## config.mk

```make
export PLATFORM = sky130hd
export DESIGN_NAME = mips_cpu_regfile_mp
export DESIGN_NICKNAME = d
export VERILOG_FILES = /design/src/rtl/mips_cpu_pkg.sv /design/src/rtl/mips_cpu_regfile_dump.sv /design/src/rtl/mips_cpu_regfile_mp.sv
export SDC_FILE = /design/constraint.sdc
export NUM_CORES = 2
export LEC_CHECK = 0
export CAP_MARGIN = 20
export CELL_PAD_IN_SITES_DETAIL_PLACEMENT = 0
export CELL_PAD_IN_SITES_GLOBAL_PLACEMENT = 2
export CORE_MARGIN = 2
export CORE_UTILIZATION = 35
export CTS_CLUSTER_SIZE = 12
export DETAILED_ROUTE_END_ITERATION = 6
export PLACE_DENSITY_LB_ADDON = 0.1
export SYNTH_ARGS = -nofsm -noshare
export SYNTH_HDL_FRONTEND = slang
export SYNTH_SLANG_ARGS = --single-unit
```

## constraint.sdc

```tcl
create_clock -name clk -period 7.2 [get_ports clk]
set_clock_uncertainty 0.2 [all_clocks]
set_input_delay 2.16 -clock clk [delete_from_list [all_inputs] [get_ports clk]]
set_output_delay 2.16 -clock clk [all_outputs]
set_load 0.005 [all_outputs]
```

## src/rtl/mips_cpu_pkg.sv

```systemverilog
`default_nettype none
// ============================================================================
// Module  : mips_cpu_pkg
// Brief   : Shared types and default constants for the MIPS register file.
// Revision: 1.0 - initial release
// ============================================================================
package mips_cpu_pkg;

    localparam int DEF_DATA_WIDTH     = 32;
    localparam int DEF_ADDR_WIDTH     = 5;
    localparam int DEF_NUM_READ_PORTS = 2;
    localparam int DEF_BYPASS         = 1;
    localparam int DEF_ZERO_REG       = 1;
    localparam int DEF_V0_INDEX       = 2;

    typedef enum logic [1:0] {
        DUMP_IDLE   = 2'd0,
        DUMP_STREAM = 2'd1,
        DUMP_DONE   = 2'd2
    } dump_state_t;

endpackage
`default_nettype wire

```

## src/rtl/mips_cpu_regfile_dump.sv

```systemverilog
`default_nettype none
// ============================================================================
// Module  : mips_cpu_regfile_dump
// Brief   : Register-dump sequencer: walks indices 0..DEPTH-1 with a
//           valid/ready handshake and pulses done once at the end.
// Revision: 1.0 - initial release
// ============================================================================
module mips_cpu_regfile_dump
    import mips_cpu_pkg::*;
#(
    parameter int ADDR_WIDTH = DEF_ADDR_WIDTH
) (
    input  logic                  clk,
    input  logic                  reset,
    input  logic                  dump_start,
    input  logic                  dump_ready,
    output logic                  dump_valid,
    output logic                  dump_busy,
    output logic                  dump_done,
    output logic [ADDR_WIDTH-1:0] dump_index
);

    dump_state_t           state_q, state_d;
    logic [ADDR_WIDTH-1:0] index_q, index_d;

    always_ff @(posedge clk) begin
        if (reset) begin
            state_q <= DUMP_IDLE;
            index_q <= '0;
        end else begin
            state_q <= state_d;
            index_q <= index_d;
        end
    end

    // The index is cleared on every exit from STREAM so IDLE/DONE present 0.
    always_comb begin
        state_d    = state_q;
        index_d    = index_q;
        dump_valid = 1'b0;
        dump_busy  = 1'b0;
        dump_done  = 1'b0;
        case (state_q)
            DUMP_IDLE: begin
                if (dump_start) begin
                    state_d = DUMP_STREAM;
                    index_d = '0;
                end
            end
            DUMP_STREAM: begin
                dump_valid = 1'b1;
                dump_busy  = 1'b1;
                if (dump_ready) begin
                    if (index_q == '1) begin
                        state_d = DUMP_DONE;
                        index_d = '0;
                    end else begin
                        index_d = index_q + ADDR_WIDTH'(1);
                    end
                end
            end
            DUMP_DONE: begin
                dump_done = 1'b1;
                dump_busy = 1'b1;
                state_d   = DUMP_IDLE;
                index_d   = '0;
            end
            default: begin
                state_d = DUMP_IDLE;
                index_d = '0;
            end
        endcase
    end

    assign dump_index = index_q;

endmodule
`default_nettype wire

```

## src/rtl/mips_cpu_regfile_mp.sv

```systemverilog
`default_nettype none
// ============================================================================
// Module  : mips_cpu_regfile_mp
// Brief   : Dual-write, multi-read MIPS register file with optional write
//           forwarding, hardwired zero register, v0 tap and dump streamer.
// Revision: 1.0 - initial release
// ============================================================================
module mips_cpu_regfile_mp
    import mips_cpu_pkg::*;
#(
    parameter int DATA_WIDTH     = DEF_DATA_WIDTH,
    parameter int ADDR_WIDTH     = DEF_ADDR_WIDTH,
    parameter int NUM_READ_PORTS = DEF_NUM_READ_PORTS,
    parameter int BYPASS         = DEF_BYPASS,
    parameter int ZERO_REG       = DEF_ZERO_REG,
    parameter int V0_INDEX       = DEF_V0_INDEX
) (
    input  logic                                      clk,
    input  logic                                      reset,
    input  logic                                      write_enable_0,
    input  logic                                      write_enable_1,
    input  logic [ADDR_WIDTH-1:0]                     write_reg_0,
    input  logic [ADDR_WIDTH-1:0]                     write_reg_1,
    input  logic [DATA_WIDTH-1:0]                     write_data_0,
    input  logic [DATA_WIDTH-1:0]                     write_data_1,
    input  logic [NUM_READ_PORTS-1:0][ADDR_WIDTH-1:0] read_reg,
    output logic [NUM_READ_PORTS-1:0][DATA_WIDTH-1:0] read_data,
    output logic [DATA_WIDTH-1:0]                     read_data_v0,
    input  logic                                      dump_start,
    input  logic                                      dump_ready,
    output logic                                      dump_valid,
    output logic [ADDR_WIDTH-1:0]                     dump_index,
    output logic [DATA_WIDTH-1:0]                     dump_data,
    output logic                                      dump_busy,
    output logic                                      dump_done
);

    localparam int                    c_depth   = 2 ** ADDR_WIDTH;
    localparam logic [ADDR_WIDTH-1:0] c_v0_addr = ADDR_WIDTH'(V0_INDEX);
    localparam logic                  c_zero_en = (ZERO_REG != 0);
    localparam logic                  c_byp_en  = (BYPASS != 0);

    logic [DATA_WIDTH-1:0] regs_q [c_depth];
    logic                  w_wr0_ok;
    logic                  w_wr1_ok;

    // A write aimed at the hardwired zero register is dropped everywhere,
    // including the forwarding path.
    assign w_wr0_ok = write_enable_0 && !(c_zero_en && (write_reg_0 == '0));
    assign w_wr1_ok = write_enable_1 && !(c_zero_en && (write_reg_1 == '0));

    // Port 1 is applied last so it wins a same-address collision.
    always_ff @(posedge clk) begin
        if (reset) begin
            for (int k = 0; k < c_depth; k++) begin
                regs_q[k] <= '0;
            end
        end else begin
            if (w_wr0_ok) regs_q[write_reg_0] <= write_data_0;
            if (w_wr1_ok) regs_q[write_reg_1] <= write_data_1;
        end
    end

    genvar gi;
    generate
        for (gi = 0; gi < NUM_READ_PORTS; gi++) begin : g_rd
            always_comb begin
                read_data[gi] = regs_q[read_reg[gi]];
                if (c_zero_en && (read_reg[gi] == '0)) begin
                    read_data[gi] = '0;
                end else if (c_byp_en && w_wr1_ok && (write_reg_1 == read_reg[gi])) begin
                    read_data[gi] = write_data_1;
                end else if (c_byp_en && w_wr0_ok && (write_reg_0 == read_reg[gi])) begin
                    read_data[gi] = write_data_0;
                end
            end
        end
    endgenerate

    assign read_data_v0 = regs_q[c_v0_addr];

    mips_cpu_regfile_dump #(
        .ADDR_WIDTH (ADDR_WIDTH)
    ) u_dump (
        .clk        (clk),
        .reset      (reset),
        .dump_start (dump_start),
        .dump_ready (dump_ready),
        .dump_valid (dump_valid),
        .dump_busy  (dump_busy),
        .dump_done  (dump_done),
        .dump_index (dump_index)
    );

    assign dump_data = (c_zero_en && (dump_index == '0)) ? '0 : regs_q[dump_index];

endmodule
`default_nettype wire
```

# --- Word-level counts from Yosys, hierarchy flattened ---
# Memories as Yosys holds them, arrays and structs flattened. A register that Yosys moved wholly into a read port is not among the register bits.
# Index checks and enable logic that the tools add are counted.
totals:
  regBits: 7
  ramBits: 1024
  in_bits: 90
  out_inout_bits: 136
  elab_cells: 67
  n_memories: 1
classes:
  add_sub_neg: 1
  eq_ne: 10
  n_mux: 34
  reduce_logical: 19
mem_list:
  columns: ["name", "depth", "word_bits", "rd", "rd_ports_with_merged_regs", "wr", "line", "source"]
  rows:
  - ["regs_q", 32, 32, 4, 1, 32, "mips_cpu_regfile_mp.sv:43", "logic [DATA_WIDTH-1:0] regs_q [c_depth];"]
ops:
  columns: ["op", "count"]
  rows:
  - ["2-to-1 mux 32 bit", 9]
  - ["OR reduction 32 bit", 2]
  - ["2-to-1 mux 5 bit", 7]
  - ["logical NOT 5 bit", 5]
  - ["equality test 5 bit", 4]
  - ["2-to-1 mux 1 bit", 13]
  - ["one-hot mux 5 bit (2 select lines)", 1]
  - ["logical AND 1 bit", 6]
  - ["2-to-1 mux 2 bit", 3]
  - ["adder 5 x 1 -> 5 bit (second input constant)", 1]
  - ["equality test 5 bit (second input constant)", 1]
  - ["!= test 2 bit (second input constant)", 2]
  - ["one-hot mux 2 bit (2 select lines)", 1]
  - ["AND reduction 3 bit", 1]
  - ["equality test 2 x 1 -> 1 bit (second input constant)", 1]
  - ["equality test 2 bit (second input constant)", 1]
  - ["logical NOT 1 bit", 2]
  - ["logical NOT 2 bit", 1]
  - ["!= test 2 x 1 -> 1 bit (second input constant)", 1]
  - ["AND reduction 2 bit", 1]
  - ["OR reduction 2 bit", 1]

# --- Depth between registers and ports, before layout ---
logic_depth:
  word_depth: 8
  mapped_depth: 9
  ltp_nobuf: 7

# --- By module ---
# From an unflattened synthesis, not the netlist that was laid out.
hier_totals:
  hier_cells: 5524
  area_unflattened_um2: 69629.3
modules_own_cells:
  columns: ["module", "instances", "cells_each", "area_per_inst_um2", "seq_area_each_um2"]
  rows:
  - ["mips_cpu_regfile_mp", 1, 5479, 69215.1, 30749.5]
  - ["mips_cpu_regfile_dump", 1, 45, 414.1, 140.1]

# --- Worst setup path before layout ---
# No wires, ideal clock.
synth_timing:
  path_type: "input to register"
  from: "input port write_reg_0[3]"
  to: "memory regs_q[20][0] (netlist bit), enable pin"
  setup_ps: 466
  arrival_time_ps: 5563
  required_ps: 6534
  slack_ps: 971
  path_stages: 7
  path_buffers: 3
  cell_sequence: "buf_4 > or3_4 > buf_6 > o31ai_4 > or4_4 > buf_4 > o21ai_0"
synth_lines:
  columns: ["item", "line", "source"]
  rows:
  - ["from (decl)", "mips_cpu_regfile_mp.sv:22", "input logic [ADDR_WIDTH-1:0] write_reg_0,"]
  - ["to (decl)", "mips_cpu_regfile_mp.sv:43", null]

==> results.toml <==
[critical_path]
rrSetupSlack_ps = 4950
r2r_cells = 7
r2r_start = "u_dump.state_q[1]"
worst-setup-path-type = "in -> out"
cp-end-kind = "output port"
path_max_fanout = 10
max_stage_delay_ps = 470
worstSetupStartpointType = "input pin"
slowest_stage = "clkdlybuf4s50_1"
startpoint = "write_reg_1[2]"
crit_chain = "clkdlybuf4s50_1 -> buf_6 -> buf_4 -> xnor2_1 -> nand4_1 -> nor4_4 -> buf_4 -> nand3b_1 -> buf_12 -> buf_12 -> o221ai_2 -> dlygate4sd2_1"
required_ps = 4840
r2r_end = "u_dump.state_q[0]"
cp.arrival_ps = 4830

[global_routing]
grt_pass1_wl_mm = 505.3
antenna_found_initial = 22
grt_pass1_vias = 55631
overflow = 0
grt_usage_pct = 36.64
grt_max_degree = 65

[placement]
portBuffers = 225
dpl.hpwl_mm = 233.8
place_ws_ps = -421.1
dpl_cell_area_mm2 = 0.07807
place_inst = 8061
place_congestion = 0.8948

[detailed_routing]
ant_nets = 0
wl_per_cell_um = 45.69
drt-pass1-iter-count = 6
drc = 0
drt_iter0_drc = 8337
vias = 57983
viasPerCell = 6.967
wirelength_mm = 380.3

[synth]
ys_seq_area_share_pct = 44.41
netlist_instances = 5464
synth_edf_count = 1024
synth-main-ff-cell = "edfxtp_1"
avgSynthCellArea_um2 = 12.77
yosysUniqueCellTypes = 50
synthArstFlopShare_pct = 0
ys_seq_elements = 1036
syn_area_mm2 = 0.06979
yosys_warnings = 0

[final_layout]
layout_commonest_cell = "edfxtp_1"
final_cell_area_mm2 = 0.08246
area_growth_pct = 18.16
drive_gt1_share_pct = 27.72
layout_common_cells = "edfxtp_1 (1024), a22o_1 (798), nand2_1 (649)"
layoutNonFillerInstCount = 8322
layout.nets = 5670

[cts]
htreeDepth = 4
ctsRootBufferMaster = "clkbuf_16"
clk_path_buf_depth = 3
hold_buffers = 0
cts_buffers = 135
cts.sinks = 1036
cts_tree = "yes"
path_clk_slew_ps = 60
clkLatencyLatePin_ps = 800

[power_and_ir_drop]
powerDensity_mw_per_mm2 = 220.3
cellLeakagePower_uw = 0.02774
worst_ir_drop_vdd_mv = 0.2529

[min_path]
hold_path_class = "reg -> reg"
hold_start = "u_dump.state_q[1]"
hold_depth = 2
whs_endpoint = "u_dump.state_q[1]"

[sta]
setup_tns_ps = 0
tightest_slew_ps = 1223
final_max_slew_viol_count = 0
finalHoldViolations = 0
max_freq_ghz = 0.1391
finalSetupViolCount = 0
setup_slack_ps = 12.20
period_share_pct = 99.83
relSlewSlack_pct = 18.46
post-route-min-period_ps = 7188

[floorplan]
num_rows = 163
die_h_um = 450.5
pin_count = 226
die_area_mm2 = 0.2030
start_util_pct = 35.28
die_w_um = 450.5
core_mm2 = 0.1978

[status]
status = "finished, final reports clean"

[job]
maxCapViolations = 0
[cell usage after synthesis, types with 19 or more instances]
library cell  count  area share [%]
o21ai_0         327             2.3
or3_1            25            0.22
mux2i_1         406             5.8
a21oi_1          73            0.52
mux2_2           62             1.0
o221ai_2         60             1.3
edfxtp_1       1024              44
nor3_1           19            0.14
o22ai_1          95            0.85
nand2_1         649             3.5
a22o_1          798              10
o221ai_1         66            0.83
nor2_1           79            0.42
a311oi_1         62            0.78
clkbuf_1        551             3.0
mux4_2          630              20
nand3_1          20            0.14
buf_1            54            0.29
buf_2           151             1.1
inv_1           104            0.56
a221oi_1         62            0.78
[cells by family after synthesis]
kind of cell | after synthesis | synth area share, %
simple gates | 851 | 5.119
xor+xnor | 20 | 0.2510
flops | 1036 | 44.41
buf+inv | 894 | 5.348
compound gates | 1556 | 17.57
other cells | 1 | 0.005373
fa+ha+maj | 8 | 0.1434
mux | 1098 | 27.15
[sequential cells by signal, summed over array words and instances, names as in the netlist, named ones only]
signal             flops
regs_q              1024
u_dump.dump_index      5
u_dump.state_q         2
[area by class of cell]
type	instances	area [um^2]
Inverter	104	390.4
Clock buffer	171	3662
Sequential cell	1036	31000
Fill cell	18143	115400
Tap cell	2640	3303
Timing Repair Buffer	730	7729
Clock inverter	66	553.0
Multi-Input combinational cell	3565	35790
Antenna cell	10	25.02
[power by group]
| part | total (uW) | internal (uW) | switching, uW |
|---|---|---|---|
| registers | 7340 | 7010 | 328 |
| logic | 4080 | 1830 | 2250 |
| clock network | 6740 | 3840 | 2900 |
[metal layers]
metal	up-vias	wire (um)	global-route usage, %
met5	-	72	0
met2	4162	167000	54.99
met1	30481	148600	48.81
li1	22423	-	-
met3	907	43090	9.957
met4	10	21520	17.99
[critical path, delay by kind of cell]
family | cells | cell delay, ps
AOI/OAI and AO/OA | 1 | 100
xor gates and xnor gates | 1 | 130
and+or+nand+nor | 3 | 740
buffers and inverters | 7 | 1660
[worst max-delay path by stage]
stage                    end  slack [ps]  cells after the start
2_1_floorplan  regs_q[20][0]         970                      7
3_3_place_gp   read_data[63]        -430                      9
3_5_place_dp   read_data[31]        -420                      9
4_1_cts        read_data[20]         -60                     10
5_1_grt         read_data[7]         -10                     12
6_report        read_data[2]          10                     12
[per-stage QoR]
step | utilization [%] | total power [uW] | hold slack, ps
2_1_floorplan | - | 9654 | 287.1
3_3_place_gp | 39.45 | 11480 | 325.9
3_5_place_dp | 39.47 | 11500 | 334.3
4_1_cts | 41.63 | 18140 | 349.3
5_1_grt | 41.67 | 18580 | 371.6
6_report | 41.68 | 18160 | 337.7
[repair_timing]
action / CTS / global route
setup endpoints to repair: 64 / 23
resized for setup: 78 / 7
setup buffers: 8 / 5
gates cloned: 0 / 0
pin swaps: 5 / 7
No activity file was read; power rests on OpenSTA's default activity.
